## config.mk

```make
export PLATFORM = sky130hd
export DESIGN_NAME = memory_arbiter
export DESIGN_NICKNAME = d
export VERILOG_FILES = /design/src/rtl/memory_arbiter.sv
export SDC_FILE = /design/constraint.sdc
export NUM_CORES = 1
export LEC_CHECK = 0
export CORE_ASPECT_RATIO = 1.2
export CORE_UTILIZATION = 40
export DETAILED_ROUTE_END_ITERATION = 16
export GPL_TIMING_DRIVEN = 0
export MAX_ROUTING_LAYER = met4
export PLACE_DENSITY = 0.79
export SYNTH_ARGS = -nofsm -noshare
export SYNTH_HDL_FRONTEND = slang
export SYNTH_SLANG_ARGS = --single-unit
```

## constraint.sdc

```tcl
create_clock -name clk -period 1.55 [get_ports clk]
set_input_delay 0.155 -clock clk [delete_from_list [all_inputs] [get_ports clk]]
set_output_delay 0.155 -clock clk [all_outputs]
set_load 0.05 [all_outputs]
```

## src/rtl/memory_arbiter.sv

```systemverilog
// Two-requester (core, loader) arbiter in front of a single-port synchronous data memory.
// Round-robin on ties; one memory access per grant, done pulse returned to the owner.
module memory_arbiter (
    input  logic       clk,
    input  logic       resetN,
    input  logic       coreReq,
    input  logic       coreWrite,
    input  logic [7:0] coreAddress,
    input  logic [7:0] coreWriteData,
    output logic [7:0] coreReadData,
    output logic       coreDone,
    output logic       coreStall,
    input  logic       loadReq,
    input  logic       loadWrite,
    input  logic [7:0] loadAddress,
    input  logic [7:0] loadWriteData,
    output logic [7:0] loadReadData,
    output logic       loadDone,
    output logic [7:0] memAddress,
    output logic       memWrite,
    output logic       memRead,
    output logic [7:0] memWriteData,
    input  logic [7:0] memReadData,
    output logic       busy
);

    typedef enum logic [1:0] {IDLE, ACCESS, WAIT, DONE} state_t;
    typedef enum logic {OWN_CORE = 1'b0, OWN_LOAD = 1'b1} owner_t;

    state_t     state_q, state_d;
    owner_t     owner_q, owner_d;
    owner_t     last_grant_q, last_grant_d;
    owner_t     grant;
    logic       wr_q, wr_d;
    logic [7:0] addr_q, addr_d;
    logic [7:0] wdata_q, wdata_d;
    logic       core_done_q, core_done_d;
    logic       load_done_q, load_done_d;
    logic [7:0] core_rdata_q, core_rdata_d;
    logic [7:0] load_rdata_q, load_rdata_d;

    always_comb begin
        if (coreReq && loadReq) begin
            grant = (last_grant_q == OWN_CORE) ? OWN_LOAD : OWN_CORE;
        end else if (coreReq) begin
            grant = OWN_CORE;
        end else begin
            grant = OWN_LOAD;
        end
    end

    always_comb begin
        state_d      = state_q;
        owner_d      = owner_q;
        last_grant_d = last_grant_q;
        wr_d         = wr_q;
        addr_d       = addr_q;
        wdata_d      = wdata_q;
        core_done_d  = 1'b0;
        load_done_d  = 1'b0;
        core_rdata_d = core_rdata_q;
        load_rdata_d = load_rdata_q;
        case (state_q)
            IDLE: begin
                if (coreReq || loadReq) begin
                    owner_d = grant;
                    if (grant == OWN_CORE) begin
                        wr_d    = coreWrite;
                        addr_d  = coreAddress;
                        wdata_d = coreWriteData;
                    end else begin
                        wr_d    = loadWrite;
                        addr_d  = loadAddress;
                        wdata_d = loadWriteData;
                    end
                    state_d = ACCESS;
                end
            end
            ACCESS: begin
                if (wr_q) begin
                    core_done_d = (owner_q == OWN_CORE);
                    load_done_d = (owner_q == OWN_LOAD);
                    state_d     = DONE;
                end else begin
                    state_d = WAIT;
                end
            end
            WAIT: begin
                // Memory data is valid this cycle; captured so it appears with the done pulse.
                if (owner_q == OWN_CORE) begin
                    core_rdata_d = memReadData;
                    core_done_d  = 1'b1;
                end else begin
                    load_rdata_d = memReadData;
                    load_done_d  = 1'b1;
                end
                state_d = DONE;
            end
            DONE: begin
                last_grant_d = owner_q;
                state_d      = IDLE;
            end
            default: state_d = IDLE;
        endcase
    end

    always_ff @(posedge clk or negedge resetN) begin
        if (!resetN) begin
            state_q      <= IDLE;
            owner_q      <= OWN_CORE;
            last_grant_q <= OWN_LOAD;
            wr_q         <= 1'b0;
            addr_q       <= '0;
            wdata_q      <= '0;
            core_done_q  <= 1'b0;
            load_done_q  <= 1'b0;
            core_rdata_q <= '0;
            load_rdata_q <= '0;
        end else begin
            state_q      <= state_d;
            owner_q      <= owner_d;
            last_grant_q <= last_grant_d;
            wr_q         <= wr_d;
            addr_q       <= addr_d;
            wdata_q      <= wdata_d;
            core_done_q  <= core_done_d;
            load_done_q  <= load_done_d;
            core_rdata_q <= core_rdata_d;
            load_rdata_q <= load_rdata_d;
        end
    end

    // Memory command is decoded from state flops only, so reset removes it without a clock.
    assign memWrite     = (state_q == ACCESS) &&  wr_q;
    assign memRead      = (state_q == ACCESS) && !wr_q;
    assign memAddress   = (state_q == ACCESS) ? addr_q : '0;
    assign memWriteData = memWrite ? wdata_q : '0;

    assign coreDone     = core_done_q;
    assign loadDone     = load_done_q;
    assign coreReadData = core_rdata_q;
    assign loadReadData = load_rdata_q;
    assign coreStall    = coreReq && !core_done_q;
    assign busy         = (state_q != IDLE);

endmodule

```

Word-level counts from Yosys, hierarchy flattened:

Index checks and enable logic that the tools add are counted.

* register bits after elaboration: 39
* input bits: 46
* output and inout bits: 38
* word-level logic and storage cells: 44

* equal/unequal tests: 4
* mux-type cells: 17
* bitwise logic cells: 1
* reduce and logical (&&, ||, !) cells: 12

Operators with widths (number)
* 8-bit 2-to-1 mux: 4
* 1-bit 2-to-1 mux: 9
* 2-bit case mux with 4 select lines: 1
* 2-bit AND reduction: 3
* 2-bit equality test, second input constant: 2
* 1-bit logical AND: 4
* 1-bit case mux with 2 select lines: 2
* 2-bit by 1-bit equality test with 1-bit output, second input constant: 1
* 1-bit zero test: 2
* 2-bit zero test: 1
* 2-bit 2-to-1 mux: 1
* 2-bit != test, second input constant: 1
* 2-bit nonzero test: 1
* 1-bit logical OR: 1
* 1-bit inverter: 1

Depth between registers and ports, before layout:

Gate-level depths: netlist of run 1.

* word-level depth: 3
* gate-level depth with buffers: 7
* mapped depth without buffers: 5

Worst setup path after synthesis of run 1:

No wires, ideal clock.

* path kind: register to output
* from: reg state_q[1]
* to: out memRead
* arrival: 1.652 ns
* required time: 1.395 ns
* setup slack: -0.257 ns
* cell stages (with the launch flop): 5
* buffers on the path: 1
* cells stage by stage: dfrtp_1 > inv_1 > ha_1 > clkbuf_1 > nor2b_1

* cells in the longest elaborated chain, start to end: 2

Ends and longest elaborated chain
* start: declaration: RTL line 30 `state_t state_q, state_d;`
* start signal: assignment: RTL line 120 `state_q <= state_d;`
* 2-bit by 1-bit equality test with 1-bit output: RTL line 135 `assign memRead = (state_q == ACCESS) && !wr_q;`
* 1-bit logical AND: RTL line 135
* end: declaration: RTL line 21 `output logic memRead,`

No other way between the ends.

Final worst setup path of run 1:

* from: reg state_q[1]
* to: out memWriteData[1]

* cells in the longest elaborated chain, start to end: 3

Ends and longest elaborated chain
* 2-bit by 1-bit equality test with 1-bit output: RTL line 134 `assign memWrite = (state_q == ACCESS) && wr_q;`
* 1-bit logical AND: RTL line 134
* 8-bit 2-to-1 mux: RTL line 137 `assign memWriteData = memWrite ? wdata_q : '0;`
* end: declaration: RTL line 22 `output logic [7:0] memWriteData,`

No other way between the ends.

==> impl_summary.md, run 1 <==
Synthesis
The post-synth design cell area is about 1900 µm². The number of nets handed over by synthesis was 230. Dividing the synthesized area by the synthesized cell count gives about 10 µm². The share of synthesized area occupied by flip-flops and latches is about half.

The fraction of post-synthesis cell area in the top cell type by area is between 50% and 60%. The cell count after synthesis is 180. The number of warnings reported in the yosys synthesis log is 0. The number of flip-flops and latches in the synthesized netlist is 39. After synthesis, the netlist uses 25 different library cells. In the post-synthesis netlist, the biggest area contributors are sky130_fd_sc_hd__dfrtp_1 (50%), sky130_fd_sc_hd__mux2_2 (9.6%), sky130_fd_sc_hd__a31oi_1 (5.6%). Of all cell types, the one taking the most synthesized area is sky130_fd_sc_hd__dfrtp_1.

CTS
For the worst-skew pair, the clock arrives at the later sink with an insertion delay of about 290 ps. CTS built an H-tree with a depth of 2. The root buffer cell is sky130_fd_sc_hd__clkbuf_8. The clock net in this run drives a total of 39 sinks. The deepest clock path buffer count is 2.

The clock transition time at the flip-flop clock pins of the worst setup and hold paths is ~80 ps. The TritonCTS clock tree is yes. TritonCTS created 5 clock buffers.

Timing
The final number of max-transition violations is 0. The worst-margin pin slew is ~870 ps. Headroom to the max-slew limit came out at between 40% and 50%. The post-route minimum period is between 1500 and 2000 ps. Setup repair after global routing could not meet its margin everywhere. The final setup slack of the worst path is -44.7 ps. Timing would allow up to 0.627 GHz.

The final-report hold violation count is 0. After routing, the total negative slack on setup checks comes to -373 ps. Setup violations remaining at the end of the flow were counted as 14. In the finished design, the share of the clock period the worst path needs comes to 103%. The maximum clock skew at final layout is 8.60 ps.

Power and ir drop
The leakage power is 1.36 nW. The internal portion of the total power is ~3.9 mW. The power density over cell area is 2330 nW/µm². The total power after layout is 7.20 mW.

IR analysis of the VDD net gives a maximum drop of around 0.0014 V. The switching portion of total power is 46.1%. In this run the power spent charging and discharging nets is between 3 and 4 mW. The sequential cell fraction of total power is between 20% and 30%. The part of the power in combinational logic is a little over three fifths. The clock network is responsible for 12.2% of the overall power.

Global route
The first global-routing pass estimated roughly 8.2 mm of wire. The global routing usage summed across all routing layers is between 20% and 30%. The total global routing overflow is 0.

The via count of the first global-routing pass is about 1.8k. Entering global routing, the biggest net connects 40 pins. The initial antenna violation count is 0.

Drt
The pre-antenna-repair detailed-routing pass consisted of 4 iterations. The detailed router placed 1,694 vias in this run. In the final routed layout, each cell accounts on average for about 15 µm.

After detailed routing, the number of remaining DRC violations is 0. The count of nets left with antenna violations once routing finished came out at 0. The number of DRC violations after detailed-routing iteration 0 is between 100 and 150.

The overall routed net length is about 5.0 mm. After detailed routing, the number of vias per cell comes to 5.04.

Worst hold path
The worst hold path belongs to the class primary input to flip-flop.

Outcome
The flow ran to the end, but the final reports show violations. The final reports fail on setup timing.

Worst setup path
The endpoint identified for the worst register-to-register timing path is addr_q[1]$_DFFE_PN0P_. The arrival time of data at the critical path endpoint is approximately 1400 ps. For the worst setup path, the data required time is 1390 ps. The critical path class is flip-flop to primary output. The critical path ends at memWriteData[1]. The slack of the worst reg-to-reg path is ~30 ps. The launching element type of the critical path is a flip-flop. For the worst flop-to-flop path, the logic depth is 6.

The worst setup path is captured at a primary output. The worst register-to-register path begins at state_q[0]$_DFFE_PN0P_. The critical-path maximum fanout is 6.

The critical path starts at state_q[1]$_DFFE_PN0P_.

Floorplan
The count of boundary I/O pins is 84. In this run the standard cell core region covers between 4000 and 5000 µm². The width of the chip is approximately 65 µm. The initial standard-cell utilization of the core is around 41%. The vertical extent of the die is 77.2 µm. The initialized floorplan defines 27 standard-cell rows.

The full die area is 4990 µm².

Placed design
Detailed placement finished with a half-perimeter wire length of about 3.4 mm. The count of input and output buffers is a little over 80. The instance area at placement is between 2000 and 3000 µm². The congestion estimate from routability-driven global placement came to ~0.76.

Once placement completed, the tool counted placed cells totaling 321.

Finish
The share of final-layout standard cells stronger than drive strength 1 is 30.9%. For this run, the number of standard cells in the final layout without fillers is 336. The number of antenna diodes in the final layout is 0. The number of nets in the final layout is between 300 and 400.

After routing the design area is around 3100 µm². The area growth from synthesis to layout is 64.1%.

Run
Max-cap violations in this run came to 0.
-- critical path, cell delays in order, from the launching register on --
cell	delay [ps]
sky130_fd_sc_hd__dfrtp_1	400
sky130_fd_sc_hd__inv_2	100
sky130_fd_sc_hd__ha_4	200
sky130_fd_sc_hd__buf_4	130
sky130_fd_sc_hd__and3_1	170
sky130_fd_sc_hd__buf_6	160
-- final cells by class --
class                           instances  area (µm²)
Fill cell                             359        1470
Sequential cell                        39         978
Timing Repair Buffer                   90         935
Multi-Input combinational cell        124         867
Buffer                                 12         101
Clock buffer                            6        82.6
Tap cell                               58        72.6
Clock inverter                          2        35.0
Inverter                                5        18.8
-- cells by family after synthesis --
family | Yosys count | synth area share, %
compound gates | 59 | 17.7
buf+inv | 17 | 5.38
mux | 17 | 10.2
flops | 39 | 51.9
fa+ha+maj | 4 | 2.66
simple gates | 44 | 12.2
-- power by group through the flow --
stage                     registers, mW  logic [mW]  clock network, mW
after detailed placement           1.83        4.10                  0
after global routing               1.90        4.77              0.943
after CTS                          1.80        4.04              0.902
final                              1.82        4.50              0.881
after global placement             1.80        4.06                  0
after floorplan                    2.59        2.02                  0
-- worst min path at each step --
stage	start	end	slack, ps	depth (start not counted)
after floorplan	resetN	addr_q[0]$_DFFE_PN0P_	-140	0
after global placement	coreReadData[3]$_DFFE_PN0P_	coreReadData[3]$_DFFE_PN0P_	470	1
after detailed placement	resetN	coreReadData[0]$_DFFE_PN0P_	320	1
after CTS	loadAddress[1]	addr_q[1]$_DFFE_PN0P_	410	3
after global routing	loadAddress[3]	addr_q[3]$_DFFE_PN0P_	420	3
final	loadAddress[3]	addr_q[3]$_DFFE_PN0P_	420	3
-- stage by stage --
step                      worst slack (ps)  util (%)  hold WS [ps]
final                                -44.7      67.8           419
after global routing                  -113      67.8           422
after CTS                            -73.6      63.7           409
after detailed placement              -797      61.2           320
after global placement                -774      61.3           470
after floorplan                      -4.63         -          -141
-- cell usage after synthesis --
master and number:
sky130_fd_sc_hd__o21ai_0 20, sky130_fd_sc_hd__and3_1 8, sky130_fd_sc_hd__a31oi_1 17, sky130_fd_sc_hd__a32oi_1 1, sky130_fd_sc_hd__mux2_1 1, sky130_fd_sc_hd__buf_6 4, sky130_fd_sc_hd__inv_2 1, sky130_fd_sc_hd__nand2_1 2
sky130_fd_sc_hd__and2_1 9, sky130_fd_sc_hd__o21a_1 1, sky130_fd_sc_hd__inv_1 4, sky130_fd_sc_hd__or3b_4 1, sky130_fd_sc_hd__dfstp_2 1, sky130_fd_sc_hd__o21ai_4 1, sky130_fd_sc_hd__a21oi_1 17, sky130_fd_sc_hd__clkbuf_1 2
sky130_fd_sc_hd__nor2b_1 2, sky130_fd_sc_hd__buf_2 6, sky130_fd_sc_hd__ha_1 4, sky130_fd_sc_hd__o21ai_1 2, sky130_fd_sc_hd__nor2_1 20, sky130_fd_sc_hd__and2b_4 1, sky130_fd_sc_hd__dfrtp_1 38, sky130_fd_sc_hd__nand2b_1 1
sky130_fd_sc_hd__mux2_2 16
-- state kept, by name, indices dropped and copies added (netlist names), 2 cells and up --
name and count:
addr_q 8, coreReadData 8, loadReadData 8, wdata_q 8, state_q 2
-- timing repair --
| item | 4_1_cts | 5_1_grt |
|---|---|---|
| gates cloned | 0 | 1 |
| hold endpoints to repair | 17 | 0 |
| buffers inserted | 1 | 4 |
| gates resized for setup | 154 | 46 |
| endpoints found under the setup margin | 48 | 46 |
| hold buffers | 1 | 0 |
-- metal layers --
layer	global-route usage, %	share of wire [%]	vias to the layer above
met5	-	0	-
met4	7.33	1.5	0
met3	5.65	6.2	9
met2	34.6	51	63
met1	27.2	41	790
li1	-	-	832
-- cell usage in the layout, fill, tap and decap left out, types with 2 or more instances in the layout --
master / n
sky130_fd_sc_hd__dlygate4sd2_1: 19
sky130_fd_sc_hd__buf_4: 5
sky130_fd_sc_hd__inv_2: 2
sky130_fd_sc_hd__clkbuf_8: 6
sky130_fd_sc_hd__o21ai_1: 2
sky130_fd_sc_hd__and3_1: 5
sky130_fd_sc_hd__ha_1: 2
sky130_fd_sc_hd__inv_1: 3
sky130_fd_sc_hd__and3_4: 3
sky130_fd_sc_hd__mux2_2: 16
sky130_fd_sc_hd__buf_8: 12
sky130_fd_sc_hd__and2_4: 8
sky130_fd_sc_hd__buf_2: 7
sky130_fd_sc_hd__a21oi_1: 17
sky130_fd_sc_hd__buf_6: 13
sky130_fd_sc_hd__o21ai_0: 20
sky130_fd_sc_hd__nor2_1: 20
sky130_fd_sc_hd__clkdlybuf4s50_1: 43
sky130_fd_sc_hd__a31oi_1: 17
sky130_fd_sc_hd__dfrtp_1: 37
Power figures use the tool's default switching activity.
==> run 2, diff against run 1 <==
- SLEW_MARGIN: unset -> 30
==> run 2 against run 1 <==
  * Design area down 1.4%
  * Worst setup slack better by 21 ps
  * Via count rose by 1.1%
  * Core utilization fell by 0.93 points
  * Maximum frequency up 1.4%
  * Critical endpoint is now memWriteData[6]
  * Clock skew shrank 4.3 ps
  * Largest cell class unchanged
  * The run still ends with setup timing left
  * Hold slack worse by 82 ps
==> impl_summary.md, run 2 (synthesis results as in run 1) <==
Timing
The final-report hold violation count is 0. Setup repair after global routing could not meet its margin everywhere. The upper clock frequency limit is 0.636 GHz.

Across all hold checks on the routed design, the worst slack comes to ~340 ps. The routed design could run at a clock period as short as roughly 1600 ps. The maximum clock skew at final layout is 4.31 ps. The max-slew headroom at the worst pin is 65.8%. Dividing the final minimum period by the clock period gives 102%. At the pin with the least slew margin, the transition time is about 520 ps. Setup violations remaining at the end of the flow were counted as 7. The final setup slack of the worst path is -23.4 ps. The final number of max-transition violations is 0.

Power and ir drop
The leakage power is roughly 1.3 nW. In this run the power density over the cells is 2300 nW/µm². VDD sags by at most approximately 0.0014 V.

Finish
The share of final-layout standard cells stronger than drive strength 1 is between 20 and 30%. The library cells used most frequently in the layout, excluding fill and tap cells, are sky130_fd_sc_hd__clkdlybuf4s50_1 (43), sky130_fd_sc_hd__dfrtp_1 (37), sky130_fd_sc_hd__o21ai_0 (20), sky130_fd_sc_hd__nor2_1 (20). The count of filler cells inserted in the layout is around 370. The post-synthesis to final-layout area growth is 61.9%. The final design utilization is about two thirds. In the final design database the tool counted about 330 nets. The most common cell after layout, fill and taps aside is sky130_fd_sc_hd__clkdlybuf4s50_1. The repair_antennas step left the layout with diodes totalling 0.

Floorplan
The floorplan step set the die height to ~77 µm. The area of the core is ~4600 µm². The width of the chip is 64.6 µm.

The full die area is between 4000 and 5000 µm². The initial standard-cell utilization of the core is between 40% and 50%. During I/O placement, the number of pins put on the boundary was between 80 and 90. The number of rows in the core area is 27.

Global route
The largest net degree at the start of global routing is 24. The global-route wire length before repair is approximately 8.3 mm. The via count of the first global-routing pass is 1,829. Global routing finished with a remaining overflow of 0. The initial antenna violation count is 0. Global routing used between 20% and 30% of the available tracks across all layers.

Worst setup path
In this run the critical register-to-register path is launched from state_q[0]$_DFFE_PN0P_. At the worst endpoint, the required time is between 1000 and 1500 ps. The worst setup path is captured at a primary output. The depth of the most critical reg-to-reg path is 5. The critical path starts at state_q[1]$_DFFE_PN0P_.

The critical path class is flip-flop to primary output. The worst register-to-register path ends at coreReadData[6]$_DFFE_PN0P_. The most critical setup path has its endpoint at memWriteData[6]. In this run the worst path has a maximum fanout of 10. The worst setup path is launched from a flip-flop. The arrival time of data at the critical path endpoint is 1420 ps. Across all register-to-register paths, the minimum setup slack is 40 ps.

CTS
The root buffer cell is sky130_fd_sc_hd__clkbuf_8. After clock tree synthesis, the clock-pin slew on the worst setup and hold paths is 70 ps. The deepest clock path buffer count is 2. For the worst-skew pair, the clock arrives at the later sink with an insertion delay of 290 ps.

The count of H-tree levels built during CTS is 2. The clock net in this run drives a total of 39 sinks. TritonCTS built the clock tree. In this run, CTS created clock tree buffers numbering 5.

Outcome
The run finished, with violations left. The checks that failed: setup timing.

Run
The max capacitance violation total is 0.

Placed design
During placement, the flow inserted port buffers numbering 83. The placer congestion estimate is approximately 0.76. The half-perimeter wire length after placement is about 3.5 mm.

Drt
For this run, the detailed router's first-pass iteration total came to 4. The number of nets still failing antenna checks after routing is 0. The total number of vias is 1,712. After detailed routing, the number of vias per cell comes to approximately 5.1. The number of DRC violations after detailed-routing iteration 0 is about 110. After detailed routing, the average wire length per cell comes to about 15 µm. After detailed routing, the number of remaining DRC violations is 0. The overall routed net length is around 4.9 mm.

Worst hold path
The path class of the tightest hold or removal check is primary input to async pin.
-- run 2: changes by cell type in the layout (fill, tap and decap cells not counted), sizes merged --
cell / change
clkbuf: -1
-- run 2: area by class of cell --
cell class	count	area (µm²)	area share [%]
flip-flops and latches	39	978	32.1
well taps	58	72.6	2.38
clock inverters	2	35.0	1.15
inverters	5	18.8	0.616
repair buffers	90	898	29.5
multi-input cells	124	870	28.5
clock buffers	6	82.6	2.71
plain buffers	11	92.6	3.04
-- run 2: layer usage --
metal / GRT usage [%] / vias up / share of wire [%]
met2: 35.2 / 76 / 51
met1: 26.8 / 796 / 41
met4: 7.11 / 0 / 1.4
li1: - / 831 / -
met3: 4.32 / 9 / 6.4
met5: - / - / 0
-- run 2: worst min path at each step --
stage,slack [ps],depth (start not counted),from,to
6_report,340,2,resetN,coreReadData[0]$_DFFE_PN0P_
5_1_grt,360,2,resetN,coreReadData[0]$_DFFE_PN0P_
4_1_cts,340,2,resetN,coreReadData[1]$_DFFE_PN0P_
3_5_place_dp,110,1,resetN,coreReadData[1]$_DFFE_PN0P_
3_3_place_gp,470,1,coreReadData[3]$_DFFE_PN0P_,coreReadData[3]$_DFFE_PN0P_
2_1_floorplan,-140,0,resetN,addr_q[0]$_DFFE_PN0P_
-- run 2: timing repair --
| action | 4_1_cts | 5_1_grt |
|---|---|---|
| cloned | 0 | 0 |
| endpoints found under the hold margin | 16 | 0 |
| resized for setup | 153 | 38 |
| hold buffers | 1 | 0 |
| buffers inserted | 1 | 4 |
| setup endpoints to repair | 48 | 46 |
-- run 2: worst max-delay path: stages, from the launching register on --
cell and delay (ps):
sky130_fd_sc_hd__dfrtp_1 400, sky130_fd_sc_hd__inv_2 100, sky130_fd_sc_hd__ha_4 180, sky130_fd_sc_hd__buf_8 130, sky130_fd_sc_hd__and3_1 160, sky130_fd_sc_hd__buf_6 160
-- run 2: power breakdown --
part / total, mW / internal, mW / switching (mW)
registers: 1.82 / 1.55 / 0.277
clock network: 0.875 / 0.521 / 0.355
logic: 4.31 / 1.65 / 2.66
-- run 2: metrics by stage --
step           instances  power (mW)  setup WS (ps)  instance area, µm²  TNS, ps
2_1_floorplan        180        4.61          -4.63                1890    -4.63
3_3_place_gp         321        5.86           -774                2790   -34980
3_5_place_dp         322        5.94           -802                2820   -12490
4_1_cts              332        6.75          -69.4                2930     -433
5_1_grt              335        7.42          -99.7                3050    -1270
6_report             335        7.01          -23.4                3050    -94.7
==> run 3, diff against run 2 <==
- ABC_AREA: unset -> 1
- CORE_MARGIN: unset -> 2
- HOLD_SLACK_MARGIN: unset -> 0.08
- PLACE_DENSITY: 0.79 -> 0.78
==> run 3 against run 2 <==
  * The flow still finishes with violations (setup timing)
  * Synthesized cell count is 52% higher
  * Sequential share of layout area is 1.7 points lower
  * Power decreased by 6.6%
  * Via count grew 16%
  * First-iteration DRC count shrank 20%
  * Worst setup slack worse by 6.0 ps
  * Design area is 5.6% higher
  * Final cell count up 28%
  * Flip-flop and latch count stayed put
  * Clock-buffer cell count is 1 lower
  * Synthesized area is 7.6% higher
  * Critical endpoint is now memWriteData[1]
  * Largest cell class is now flip-flops and latches
  * Highest routed layer unchanged
==> impl_summary.md, run 3 <==
Synthesis
The average cell area after synthesis is 7.40 µm². The post-synthesis mux area share is 0%. The number of warnings reported in the yosys synthesis log is 0.

By area the synthesized netlist is led by sky130_fd_sc_hd__dfrtp_1 (47%), sky130_fd_sc_hd__nand2_1 (15%), sky130_fd_sc_hd__inv_1 (12%). The share of synthesized area occupied by flip-flops and latches is between 40% and 50%. Synthesis instantiated 19 different standard cells from the library. The dominant combinational cell family by area after synthesis is simple AND/OR/NAND/NOR gates. The cell accounting for the most synthesized area is sky130_fd_sc_hd__dfrtp_1. For this run, the leading register cell type out of synthesis is sky130_fd_sc_hd__dfrtp_1. In this run the biggest area consumer among cell types represents between 40% and 50% of the synthesized area.

The synthesized design contains 0 enable-type register cells. The cell area that synthesis handed to floorplanning was between 2000 and 2500 µm². When the netlist entered floorplanning its net count stood at between 300 and 400.

The cell count after synthesis is 274. The fraction of the mapped netlist area in simple logic gates is between 20% and 30%. sky130_fd_sc_hd__nand2_1 is the most common cell in the netlist. After Yosys synthesis, XOR and XNOR cells account for 0% of the synthesized area. Counting instances in the post-synthesis netlist gives the leading cell types as sky130_fd_sc_hd__nand2_1 (80), sky130_fd_sc_hd__inv_1 (66), sky130_fd_sc_hd__dfrtp_1 (38), sky130_fd_sc_hd__nand3_1 (34), sky130_fd_sc_hd__o21ai_0 (21). Summing the areas of all fa, ha and maj instances in the mapped netlist gives ~2.5% of the synthesized area. The async set-or-reset flop fraction in the synthesized netlist is 100%.

Synthesis inferred 39 register bits. Summing the areas of all compound-gate instances in the mapped netlist gives between 6 and 7% of the synthesized area.

Floorplan
The number of rows in the core area is 28. The vertical extent of the die is around 80 µm. The initial utilization of the core area, before any placement, comes to 41.3%. From left edge to right edge, the die measures 69.0 µm. 84 I/O pins were placed. In this run the standard cell core region covers between 4000 and 5000 µm². The full die area is ~5700 µm².

Finish
The count of filler cells inserted in the layout is 437. Cells fill between 60% and 70% of the core in the end. The post-synthesis to final-layout area growth is 58.8%. The net count of the finished layout is 418. The most common cell after layout, fill and taps aside is sky130_fd_sc_hd__nand2_1. The number of antenna diodes in the final layout is 0. In the layout the commonest cells are sky130_fd_sc_hd__nand2_1 (78), sky130_fd_sc_hd__inv_1 (63), sky130_fd_sc_hd__clkdlybuf4s50_1 (43). In the final layout, the share of cells above drive strength 1 is 17.6%.

CTS
The root buffer cell is sky130_fd_sc_hd__clkbuf_8. For the worst-skew pair, the clock arrives at the later sink with an insertion delay of about 290 ps. TritonCTS created 5 clock buffers. The deepest clock path buffer count is 2. TritonCTS built the clock tree. The clock transition time at the flip-flop clock pins of the worst setup and hold paths is roughly 90 ps.

The count of H-tree levels built during CTS is 2. The clock drives 39 sinks.

Outcome
The checks that failed: setup timing. The flow ran to the end, but the final reports show violations.

Drt
The detailed router finished its first iteration with 87 violations. In the final routed layout, each cell accounts on average for approximately 12 µm. The first detailed-routing pass ran for 4 iterations. The overall routed net length is between 5 and 6 mm.

For this run, design rule violations remaining after detail routing come to 0. The routed layout has between 1.5k and 2k vias. The via density per instance is 4.63.

The number of nets still failing antenna checks after routing is 0.

Timing
In the finished design, the share of the clock period the worst path needs comes to 102%. The worst hold margin is 289 ps. For this run, the top clock speed supported by timing is 0.633 GHz. Setup slack on the critical path of the routed design comes to -29.4 ps. The post-route minimum period is around 1600 ps. The final number of max-transition violations is 0.

Headroom to the max-slew limit came out at 65.7%. Setup repair after global routing could not meet its margin everywhere. Across the routed clock network, the largest skew measured is 10.4 ps. After routing, the total negative slack on setup checks comes to -132 ps.

The worst-margin pin slew is 516 ps. The final-report hold violation count was 0. Setup violations remaining at the end of the flow were counted as 9.

Global route
The first global-routing pass estimated around 8.3 mm of wire. Entering global routing, the biggest net connects 29 pins. Global routing finished with a remaining overflow of 0.

The global routing usage summed across all routing layers is about 21%. The initial antenna violation count came to 0. The via count of the first global-routing pass was between 1.5k and 2k.

Worst setup path
The kind of end point of the critical path is a primary output. For this design, the slowest cell found on the critical path is sky130_fd_sc_hd__dfrtp_1. The setup path with the least slack is of type flip-flop to primary output. The required time at the worst-slack endpoint is 1390 ps. The delay of the slowest cell on the worst path is between 300 and 400 ps. In this run the worst path has a maximum fanout of 6. STA classifies the critical path startpoint as a flip-flop. The critical path goes through inv_2 -> ha_4 -> buf_12 -> nand2_8 -> nor2_2 -> buf_6. The depth of the most critical reg-to-reg path is 7.

Data on the critical path arrives at its endpoint at about 1400 ps.

Power and ir drop
In this run the power density over the cells is 2030 nW/µm². The leakage power is between 1.5 and 2 nW. The worst ir drop on vdd is 0.00130 V. The total power after layout is approximately 6.5 mW.

Run
The max capacitance violation total is 0.

Placed design
The half-perimeter wire length after placement is around 3.8 mm. During placement, the flow inserted port buffers numbering 83. The placer congestion estimate is roughly 0.8.

Worst hold path
The class of the tightest hold or removal check is primary input to async pin.
==> run 3: changes by cell type in the layout (fill, tap and decap cells not counted), sizes merged, moves of 2 or more <==
cell	before	now
nor3	0	3
nand3	0	34
a31oi	17	0
and2	9	0
nor2b	2	0
nand2	2	84
and3	8	0
nor2	20	11
a21oi	17	1
inv	5	69
buf	37	31
mux2	17	0
==> run 3: timing repair <==
item | in CTS | in global routing
gates resized for setup | 179 | 14
endpoints found under the setup margin | 48 | 19
hold buffers | 1 | 0
endpoints found under the hold margin | 38 | 0
buffers inserted | 1 | 0
gates cloned | 2 | 0
pin swaps | 1 | 2
==> run 3: worst max-delay path: cells and delay by family (launching register included) <==
family,cells,cell delay [ps]
DFF,1,390
buffers and inverters,3,380
and+or+nand+nor,2,210
adders and majority gates,1,150
==> run 3: cells by family (layout without fill, tap and decap cells) <==
family	after synthesis	after routing
flops	39	39
fa+ha+maj	4	4
buf+inv	77	171
compound gates	23	23
simple gates	131	132
==> run 3: worst paths after layout <==
| check | slack [ps] | to | from |
|---|---|---|---|
| min | 290 | loadReadData[5]$_DFFE_PN0P_ | resetN |
| min in group clk | 420 | coreReadData[6]$_DFFE_PN0P_ | memReadData[6] |
| max reg2reg | 130 | wr_q$_DFFE_PN0P_ | state_q[0]$_DFFE_PN0P_ |
| min reg2reg | 480 | wdata_q[3]$_DFFE_PN0P_ | wdata_q[3]$_DFFE_PN0P_ |
| max | -30 | memWriteData[1] | state_q[1]$_DFFE_PN0P_ |
| max in group asynchronous | 740 | last_grant_q$_DFFE_PN1N_ | resetN |
==> run 3: where the power goes <==
part,internal (mW),total (mW),switching [mW]
Combinational,1.22,3.82,2.60
Clock,0.488,0.862,0.374
Sequential,1.53,1.86,0.323
Total,3.25,6.54,3.30
==> run 3: layout make-up <==
cell class | instances | area, µm² | area share (%)
clock inverters | 3 | 47.5 | 1.48
flip-flops and latches | 39 | 978 | 30.4
plain buffers | 8 | 78.8 | 2.45
multi-input cells | 159 | 838 | 26.0
repair buffers | 87 | 873 | 27.1
inverters | 68 | 258 | 8.01
well taps | 60 | 75.1 | 2.33
clock buffers | 5 | 68.8 | 2.14
==> run 3: layer usage <==
layer | wire (µm) | global-route usage, % | vias to the layer above
met5 | 0 | - | -
met4 | 58 | 6.86 | 0
met3 | 321 | 5.07 | 4
met2 | 2720 | 35.3 | 60
met1 | 2100 | 23.4 | 921
li1 | - | - | 1002
==> run 3: metrics by stage <==
step	cells	setup WS, ps	cell area, µm²
after floorplan	274	-157	2030
after global placement	417	-651	2930
after detailed placement	418	-664	2950
after CTS	429	-70.6	3170
after global routing	429	-86.0	3220
final	429	-29.4	3220
